`config.mk`:
```
export PLATFORM = sky130hd
export DESIGN_NAME = counter_monitor
export DESIGN_NICKNAME = d
export VERILOG_FILES = /design/src/rtl/counter_pkg.sv /design/src/rtl/step_classifier.sv /design/src/rtl/counter_monitor.sv
export SDC_FILE = /design/constraint.sdc
export NUM_CORES = 1
export LEC_CHECK = 0
export BUFFER_PORTS_ARGS = -buffer_cell sky130_fd_sc_hd__buf_4
export CAP_MARGIN = 25
export CORE_MARGIN = 2
export CORE_UTILIZATION = 40
export CTS_BUF_LIST = sky130_fd_sc_hd__clkbuf_4
export DETAILED_ROUTE_END_ITERATION = 7
export GPL_TIMING_DRIVEN = 0
export PLACE_DENSITY_LB_ADDON = 0.25
export RECOVER_POWER = 50
export SLEW_MARGIN = 30
export SYNTH_ARGS = -nofsm -noshare
export SYNTH_HDL_FRONTEND = slang
export SYNTH_SLANG_ARGS = --single-unit
```
`constraint.sdc`:
```
create_clock -name clk -period 3 [get_ports clk]
set_input_delay 0.3 -clock clk [delete_from_list [all_inputs] [get_ports clk]]
set_output_delay 0.3 -clock clk [all_outputs]
set_load 0.03 [all_outputs]
```
`src/rtl/counter_pkg.sv`:
```
// Shared constants and types for the up/down counter and its monitor.
// The monitor does all of its arithmetic at 11-bit signed width.
package counter_pkg;

    localparam int CNT_W = 10;
    localparam int EXT_W = 11;

    localparam logic signed [EXT_W-1:0] MIN     = -11'sd263;
    localparam logic signed [EXT_W-1:0] MAX     =  11'sd269;
    localparam logic signed [EXT_W-1:0] INV     = -11'sd47;
    localparam logic signed [EXT_W-1:0] INIT    =  11'sd17;
    localparam logic signed [EXT_W-1:0] UP_STEP =  11'sd4;
    localparam logic signed [EXT_W-1:0] DN_STEP =  11'sd10;

    localparam logic [7:0] ERR_SAT = 8'hFF;

    typedef enum logic [1:0] {
        DIR_UNKNOWN = 2'd0,
        DIR_UP      = 2'd1,
        DIR_DOWN    = 2'd2,
        DIR_HOLD    = 2'd3
    } dir_t;

    typedef enum logic {
        WAIT_INIT = 1'b0,
        TRACK     = 1'b1
    } mon_state_t;

endpackage

```
`src/rtl/step_classifier.sv`:
```
// Combinational classification of one counter transition p -> c.
// The range check and the step checks are independent; the caller combines them.
module step_classifier
    import counter_pkg::*;
(
    input  logic signed [EXT_W-1:0] p,
    input  logic signed [EXT_W-1:0] c,
    output logic                    up_ok,
    output logic                    dn_ok,
    output logic                    hold_hi,
    output logic                    hold_lo,
    output logic                    range_err
);

    logic w_same;
    assign w_same = (c == p);

    assign range_err = (c > MAX) || (c < MIN) || (c == INV);

    // The counter jumps over INV, so the step that would land on it moves two steps at once.
    assign up_ok = ((c == p + UP_STEP) && (c != INV)) ||
                   ((p == INV - UP_STEP) && (c == INV + UP_STEP));
    assign dn_ok = ((c == p - DN_STEP) && (c != INV)) ||
                   ((p == INV + DN_STEP) && (c == INV - DN_STEP));

    assign hold_hi = (p > MAX - UP_STEP) && w_same;
    assign hold_lo = (p < MIN + DN_STEP) && w_same;

endmodule

```
`src/rtl/counter_monitor.sv`:
```
// Watches the sampled count of an up/down counter, recovers its direction
// and flags illegal samples; all outputs are registered one cycle after the sample.
module counter_monitor
    import counter_pkg::*;
(
    input  logic                    clk,
    input  logic                    rst,
    input  logic signed [CNT_W-1:0] cnt,
    output logic [1:0]              dir,
    output logic                    err,
    output logic [7:0]              err_cnt,
    output logic signed [EXT_W-1:0] step,
    output logic                    sat_hi,
    output logic                    sat_lo
);

    mon_state_t              r_state;
    logic signed [EXT_W-1:0] r_prev;

    logic signed [EXT_W-1:0] w_c;
    logic signed [EXT_W-1:0] w_step;
    logic w_up_ok, w_dn_ok, w_hold_hi, w_hold_lo, w_range_err;
    logic w_legal;
    logic [7:0] w_err_cnt_inc;

    assign w_c    = {cnt[CNT_W-1], cnt};
    assign w_step = w_c - r_prev;

    step_classifier u_cls (
        .p         (r_prev),
        .c         (w_c),
        .up_ok     (w_up_ok),
        .dn_ok     (w_dn_ok),
        .hold_hi   (w_hold_hi),
        .hold_lo   (w_hold_lo),
        .range_err (w_range_err)
    );

    assign w_legal       = (w_up_ok || w_dn_ok || w_hold_hi || w_hold_lo) && !w_range_err;
    assign w_err_cnt_inc = (err_cnt == ERR_SAT) ? err_cnt : err_cnt + 8'd1;

    always_ff @(posedge clk or posedge rst) begin
        if (rst) begin
            r_state <= WAIT_INIT;
            r_prev  <= INIT;
            dir     <= DIR_UNKNOWN;
            err     <= 1'b0;
            err_cnt <= 8'd0;
            step    <= '0;
            sat_hi  <= 1'b0;
            sat_lo  <= 1'b0;
        end else begin
            r_prev <= w_c;
            step   <= w_step;
            case (r_state)
                WAIT_INIT: begin
                    // Even a wrong first sample becomes the reference for tracking.
                    r_state <= TRACK;
                    dir     <= DIR_UNKNOWN;
                    sat_hi  <= 1'b0;
                    sat_lo  <= 1'b0;
                    if (w_c != INIT) begin
                        err     <= 1'b1;
                        err_cnt <= w_err_cnt_inc;
                    end
                end
                default: begin
                    r_state <= TRACK;
                    if (w_legal) begin
                        if (w_hold_hi || w_hold_lo) dir <= DIR_HOLD;
                        else if (w_up_ok)           dir <= DIR_UP;
                        else                        dir <= DIR_DOWN;
                        sat_hi <= w_hold_hi;
                        sat_lo <= w_hold_lo;
                    end else begin
                        dir     <= DIR_UNKNOWN;
                        sat_hi  <= 1'b0;
                        sat_lo  <= 1'b0;
                        err     <= 1'b1;
                        err_cnt <= w_err_cnt_inc;
                    end
                end
            endcase
        end
    end

endmodule

```
Word level (Yosys, flattened, before mapping)
Index checks and enable logic that the tools add are counted.
{"block": "word_totals", "out_inout_bits": 24, "register_bits": 35, "wordCells": 61}
{"block": "classes", "n_reduce_logical": 18, "magnitude_cmp": 4, "add_sub_neg": 4, "muxes": 15, "eq_ne": 12}
{"op": "10-bit by 7-bit equality test with 1-bit output (second input constant)", "count": 5}
{"op": "8-bit 2-to-1 mux", "count": 4}
{"op": "10-bit by 11-bit equality test with 1-bit output", "count": 2}
{"op": "10-bit greater-than comparator (second input constant)", "count": 2}
{"op": "10-bit by 4-bit adder with 11-bit output (second input constant)", "count": 1}
{"op": "10-bit by 10-bit subtractor with 11-bit output", "count": 1}
{"op": "10-bit by 5-bit subtractor with 11-bit output (second input constant)", "count": 1}
{"op": "10-bit equality test", "count": 1}
{"op": "10-bit less-than comparator (second input constant)", "count": 1}
{"op": "10-bit by 9-bit less-than comparator with 1-bit output (second input constant)", "count": 1}
{"op": "10-bit by 6-bit != test with 1-bit output (second input constant)", "count": 1}
{"op": "10-bit by 7-bit != test with 1-bit output (second input constant)", "count": 1}
{"op": "8-bit by 1-bit adder with 8-bit output (second input constant)", "count": 1}
{"op": "8-bit equality test (second input constant)", "count": 1}
{"op": "1-bit logical OR", "count": 8}
{"op": "2-bit 2-to-1 mux", "count": 4}
{"op": "1-bit logical AND", "count": 7}
{"op": "1-bit 2-to-1 mux", "count": 7}
{"op": "2-bit != test (second input constant)", "count": 1}
{"op": "2-bit AND reduction", "count": 1}
{"op": "2-bit nonzero test", "count": 1}
{"op": "1-bit zero test", "count": 1}

Depth between registers and ports, before layout
{"block": "logic_depth", "depth_word": 10, "depth_mapped": 11, "depth_no_buf": 11}

Modules after synthesis
A second synthesis with hierarchy kept.
{"block": "unflattened", "hier_cells": 289, "hier_area_um2": 2586.2}
{"mod": "counter_monitor", "n_inst": 1, "cells_each": 146, "area_per_inst_um2": 1622.8, "seq_area_each_um2": 878.3}
{"mod": "step_classifier", "n_inst": 1, "cells_each": 143, "area_per_inst_um2": 963.4, "seq_area_each_um2": 0.0}

Least setup slack after synthesis
OpenSTA, ideal clock, no wires.
{"block": "synth_path", "path_type": "register -> register", "from": "register r_prev[4]", "to": "register err_cnt[1]", "arrival_ns": 2.423, "setup_ns": 0.128, "path_buffers": 0, "stages_incl_launch_ff": 10, "t_required_ns": 2.872, "setup_slack_ns": 0.450, "period_less_slack_ns": 2.550, "cell_sequence": "dfstp_2 > inv_2 > ha_1 > nand3_1 > or4_1 > a21oi_1 > nand3b_1 > o21ai_2 > nand3_4 > mux2_1"}
{"block": "synth_between", "elab_chain_cells": 10}
{"element": "start, declared", "line_no": "counter_monitor.sv:18", "text": "logic signed [EXT_W-1:0] r_prev;"}
{"element": "start signal, assigned", "line_no": "counter_monitor.sv:53", "text": "r_prev <= w_c;"}
{"element": "10-bit by 4-bit adder with 11-bit output or 10-bit by 5-bit subtractor with 11-bit output (tied branches)", "line_no": "step_classifier.sv:21, step_classifier.sv:23"}
{"element": "10-bit by 11-bit equality test with 1-bit output, on equally long branches", "line_no": "step_classifier.sv:21, step_classifier.sv:23"}
{"element": "1-bit logical AND, on equally long branches", "line_no": "step_classifier.sv:21, step_classifier.sv:23"}
{"element": "1-bit logical OR, on equally long branches", "line_no": "step_classifier.sv:21, step_classifier.sv:23"}
{"element": "1-bit logical OR (2 in series)", "line_no": "counter_monitor.sv:39", "text": "assign w_legal = (w_up_ok || w_dn_ok || w_hold_hi || w_hold_lo) && !w_range_err;"}
{"element": "1-bit logical OR *", "line_no": "counter_monitor.sv:39"}
{"element": "1-bit logical AND *", "line_no": "counter_monitor.sv:39"}
{"element": "2-bit != test (no source line) *"}
{"element": "2-bit AND reduction (no source line) *"}
{"element": "end signal, assigned", "line_no": "counter_monitor.sv:64", "text": "err_cnt <= w_err_cnt_inc;"}
{"element": "end signal, assigned", "line_no": "counter_monitor.sv:80", "text": "err_cnt <= w_err_cnt_inc;"}
{"element": "end, declared", "line_no": "counter_monitor.sv:11", "text": "output logic [7:0] err_cnt,"}
Mark *: on every way between the ends. The rest lies on a longest branch, timed or not.
A chain may end at the register's enable or synchronous reset.

Final worst setup path
{"block": "layout_path", "from": "register r_prev[6]", "to": "register err_cnt[6]"}
The elaborated chain is that of the path after synthesis.

==> run_results.csv <==
group,metric,value,unit
run_status,status,"finished clean",
worst_setup_path,path_class,"flop to flop",
worst_hold_path,hold_path.class,"primary input to flop",
placement,dp_slack,112,ps
worst_setup_path,slowest_stage,"o311ai_0",
global_routing,grt_overflow,0,
final_layout,register_area,878,um^2
clocking,cts_sinks,35,
final_layout,final_cell_mix,"33 x dfrtp_1, 25 x buf_4, 18 x inv_1",
worst_setup_path,slowest_delay,470,ps
floorplanning,die_w,80.4,um
timing,finalHoldViolCount,0,
worst_setup_path,critical_path.endpoint_type,"flop",
clocking,numCtsBuffers,5,
floorplanning,core,5570,um^2
logic_synthesis,synth-seq-area-share,37.7,%
floorplanning,start_util,41.8,%
final_layout,synthToLayoutAreaGrowth,16.5,%
final_layout,final_common_cell,"dfrtp_1",
clocking,clk_pin_slew,120,ps
timing,fmax,358,MHz
logic_synthesis,ys_ff_latch,35,
timing,min_period,2790,ps
detailed_routing,drt_first_pass_iters,4,
final_layout,multi_input_area,1360,um^2
worst_setup_path,required,3230,ps
clocking,cts_hold_buf,0,
placement,portBuffers,35,
global_routing,antenna_found_initial,0,
timing,period_share,93.1,%
pwr,p_leak,1.21,nW
placement,place_congestion,0.920,
timing,setup_ws,208,ps
floorplanning,placementRows,27,
timing,slew_headroom,13.4,%
worst_setup_path,critPathTopFamily,"simple AND/OR/NAND/NOR gates",
logic_synthesis,synth_flop_cell,"dfrtp_1",
detailed_routing,ant_nets,0,
timing,setup_viol,0,
logic_synthesis,synthDistinctLibCells,57,
worst_setup_path,path_buf_inv,1,
logic_synthesis,avgSynthCellArea,9.52,um^2
global_routing,grt_max_degree,36,
clocking,cts_tree,"done",
timing,rsz0062_at_grt,"false",
detailed_routing,highest_layer,"met4",
timing,fin_setup_tns,0,ps
pwr,p_total,1.50,mW
detailed_routing,via_count,1962,
detailed_routing,wl_met3,280,um
logic_synthesis,async_reset_ff_share,100,%
detailed_routing,first_iter_violations,117,
worst_setup_path,critPathMaxFanout,8,
worst_setup_path,crit_chain,"buf_2 > or3_4 > o311ai_0 > a222oi_1 > nand4_1 > nand3b_1 > o21ai_2 > nand2_1 > nor3_2 > mux2_4",
placement,hpwl,3940,um
global_routing,first_global_vias,1833,
clocking,htreeDepth,2,
timing,fin_skew,20.5,ps
final_layout,nFillCells,563,
floorplanning,die-area,6460,um^2
timing,timing.hold.ws,101,ps
detailed_routing,drc,0,
final_layout,antenna_cells,0,
pwr,power_density,551,nW/um^2
floorplanning,die_h,80.4,um
logic_synthesis,synth-warning-count,0,
detailed_routing,wl_met1,2330,um
clocking,cts_buffer_depth,2,
global_routing,grt_pass1_wl,8630,um
logic_synthesis,netlist.area_leader.share,35.4,%
clocking,cts-root-buf,"clkbuf_4",
logic_synthesis,synth.net_count,274,
worst_setup_path,start_kind,"flop",
detailed_routing,via_per_inst,5.45,
logic_synthesis,synth_area_leader_cell,"dfrtp_1",
timing,drv_slew,0,
logic_synthesis,synth_edf_count,0,
final_layout,layout-drive-gt1-share,18.4,%
logic_synthesis,synth_cells,245,
logic_synthesis,syn-cell-area,2330,um^2
timing,tightest_slew,1300,ps
global_routing,gr-usage-all-layers,17.3,%
clocking,worstSkewPairLatency,340,ps
run,cap_violations,0,
floorplanning,io_pins,36,
logic_synthesis,synth_area_leaders,"dfrtp_1 35%, ha_1 8.6%, xor2_1 4.9%",
detailed_routing,wl,5190,um
final_layout,num-nets-final,317,
detailed_routing,routed-wl-met2,2480,um
worst_setup_path,cp.arrival,3020,ps
pwr,vdd_ir_drop_max,0.347,mV
detailed_routing,wl_per_cell,14.4,um
==> Yosys cell counts, types with 4 or more instances <==
master    count
dfrtp_1      33
inv_1        18
ha_1         16
nand2_1      15
nand3_1      15
nor2_1       13
xor2_1       13
a21oi_1      12
xnor2_1      11
nand2b_1     10
nand4_1       9
nor3_1        6
nor4_1        5
a21o_1        4
o21ai_0       4
o21ai_1       4
==> registers in the layout, summed over array words and instances, names as in the netlist <==
name     count
r_state      1
sat_hi       1
dir          2
err_cnt      8
r_prev      10
step        11
err          1
sat_lo       1
==> final cells by class <==
| type | instances | area share [%] |
|---|---|---|
| clock inverters | 2 | 0.322 |
| well taps | 72 | 3.32 |
| plain buffers | 5 | 1.11 |
| multi-input cells | 184 | 50.1 |
| clock buffers | 5 | 1.38 |
| repair buffers | 36 | 8.57 |
| flip-flops and latches | 35 | 32.3 |
| inverters | 21 | 2.90 |
==> worst paths after layout <==
kind / start / endpoint / slack, ps / depth (start not counted)
min in group asynchronous: rst / r_prev[9] / 320 / 2
hold reg to reg: err / err / 480 / 1
setup reg to reg: r_prev[6] / err_cnt[6] / 210 / 10
max in group asynchronous: rst / dir[1] / 1900 / 2
hold / removal: cnt[0] / r_prev[0] / 100 / 1
setup / recovery: r_prev[6] / err_cnt[6] / 210 / 10
==> repair_timing <==
item | 4_1_cts | 5_1_grt
resized for setup | 0 | 3
endpoints found under the hold margin | 0 | 0
setup endpoints to repair | 0 | 4
buffers inserted | 0 | 1
==> worst register-to-register path, delay by kind of cell (launching register included) <==
family          cells  cell delay, ps
simple gates        5             940
compound gates      3             900
flops               1             370
mux                 1             310
buf+inv             1             160
==> logic make-up after synthesis <==
kind of cell	Yosys count	synth area share [%]
and+or+nand+nor	95	24.4
xor gates and xnor gates	24	9.01
DFF	35	37.7
buffers and inverters	26	4.67
AOI/OAI and AO/OA	44	13.1
adders and majority gates	17	9.44
other	1	0.161
muxes	3	1.56
==> report_power, final <==
group          switching (mW)  internal (mW)
registers              0.0754          0.558
logic                   0.378          0.247
clock network           0.156         0.0831
==> layer usage <==
layer	GRT usage, %	vias up
met5	0	-
met4	7.12	0
met3	3.60	14
met2	27.3	61
met1	23.0	916
li1	-	971
==> through the flow <==
| stage | utilization [%] | instances | cell area (um^2) |
|---|---|---|---|
| 2_1_floorplan | - | 245 | 2330 |
| 3_3_place_gp | 48.2 | 352 | 2690 |
| 3_5_place_dp | 48.2 | 352 | 2690 |
| 4_1_cts | 49.0 | 359 | 2730 |
| 5_1_grt | 48.7 | 360 | 2720 |
| 6_report | 48.7 | 360 | 2720 |
(Power assumes the default switching activity.)
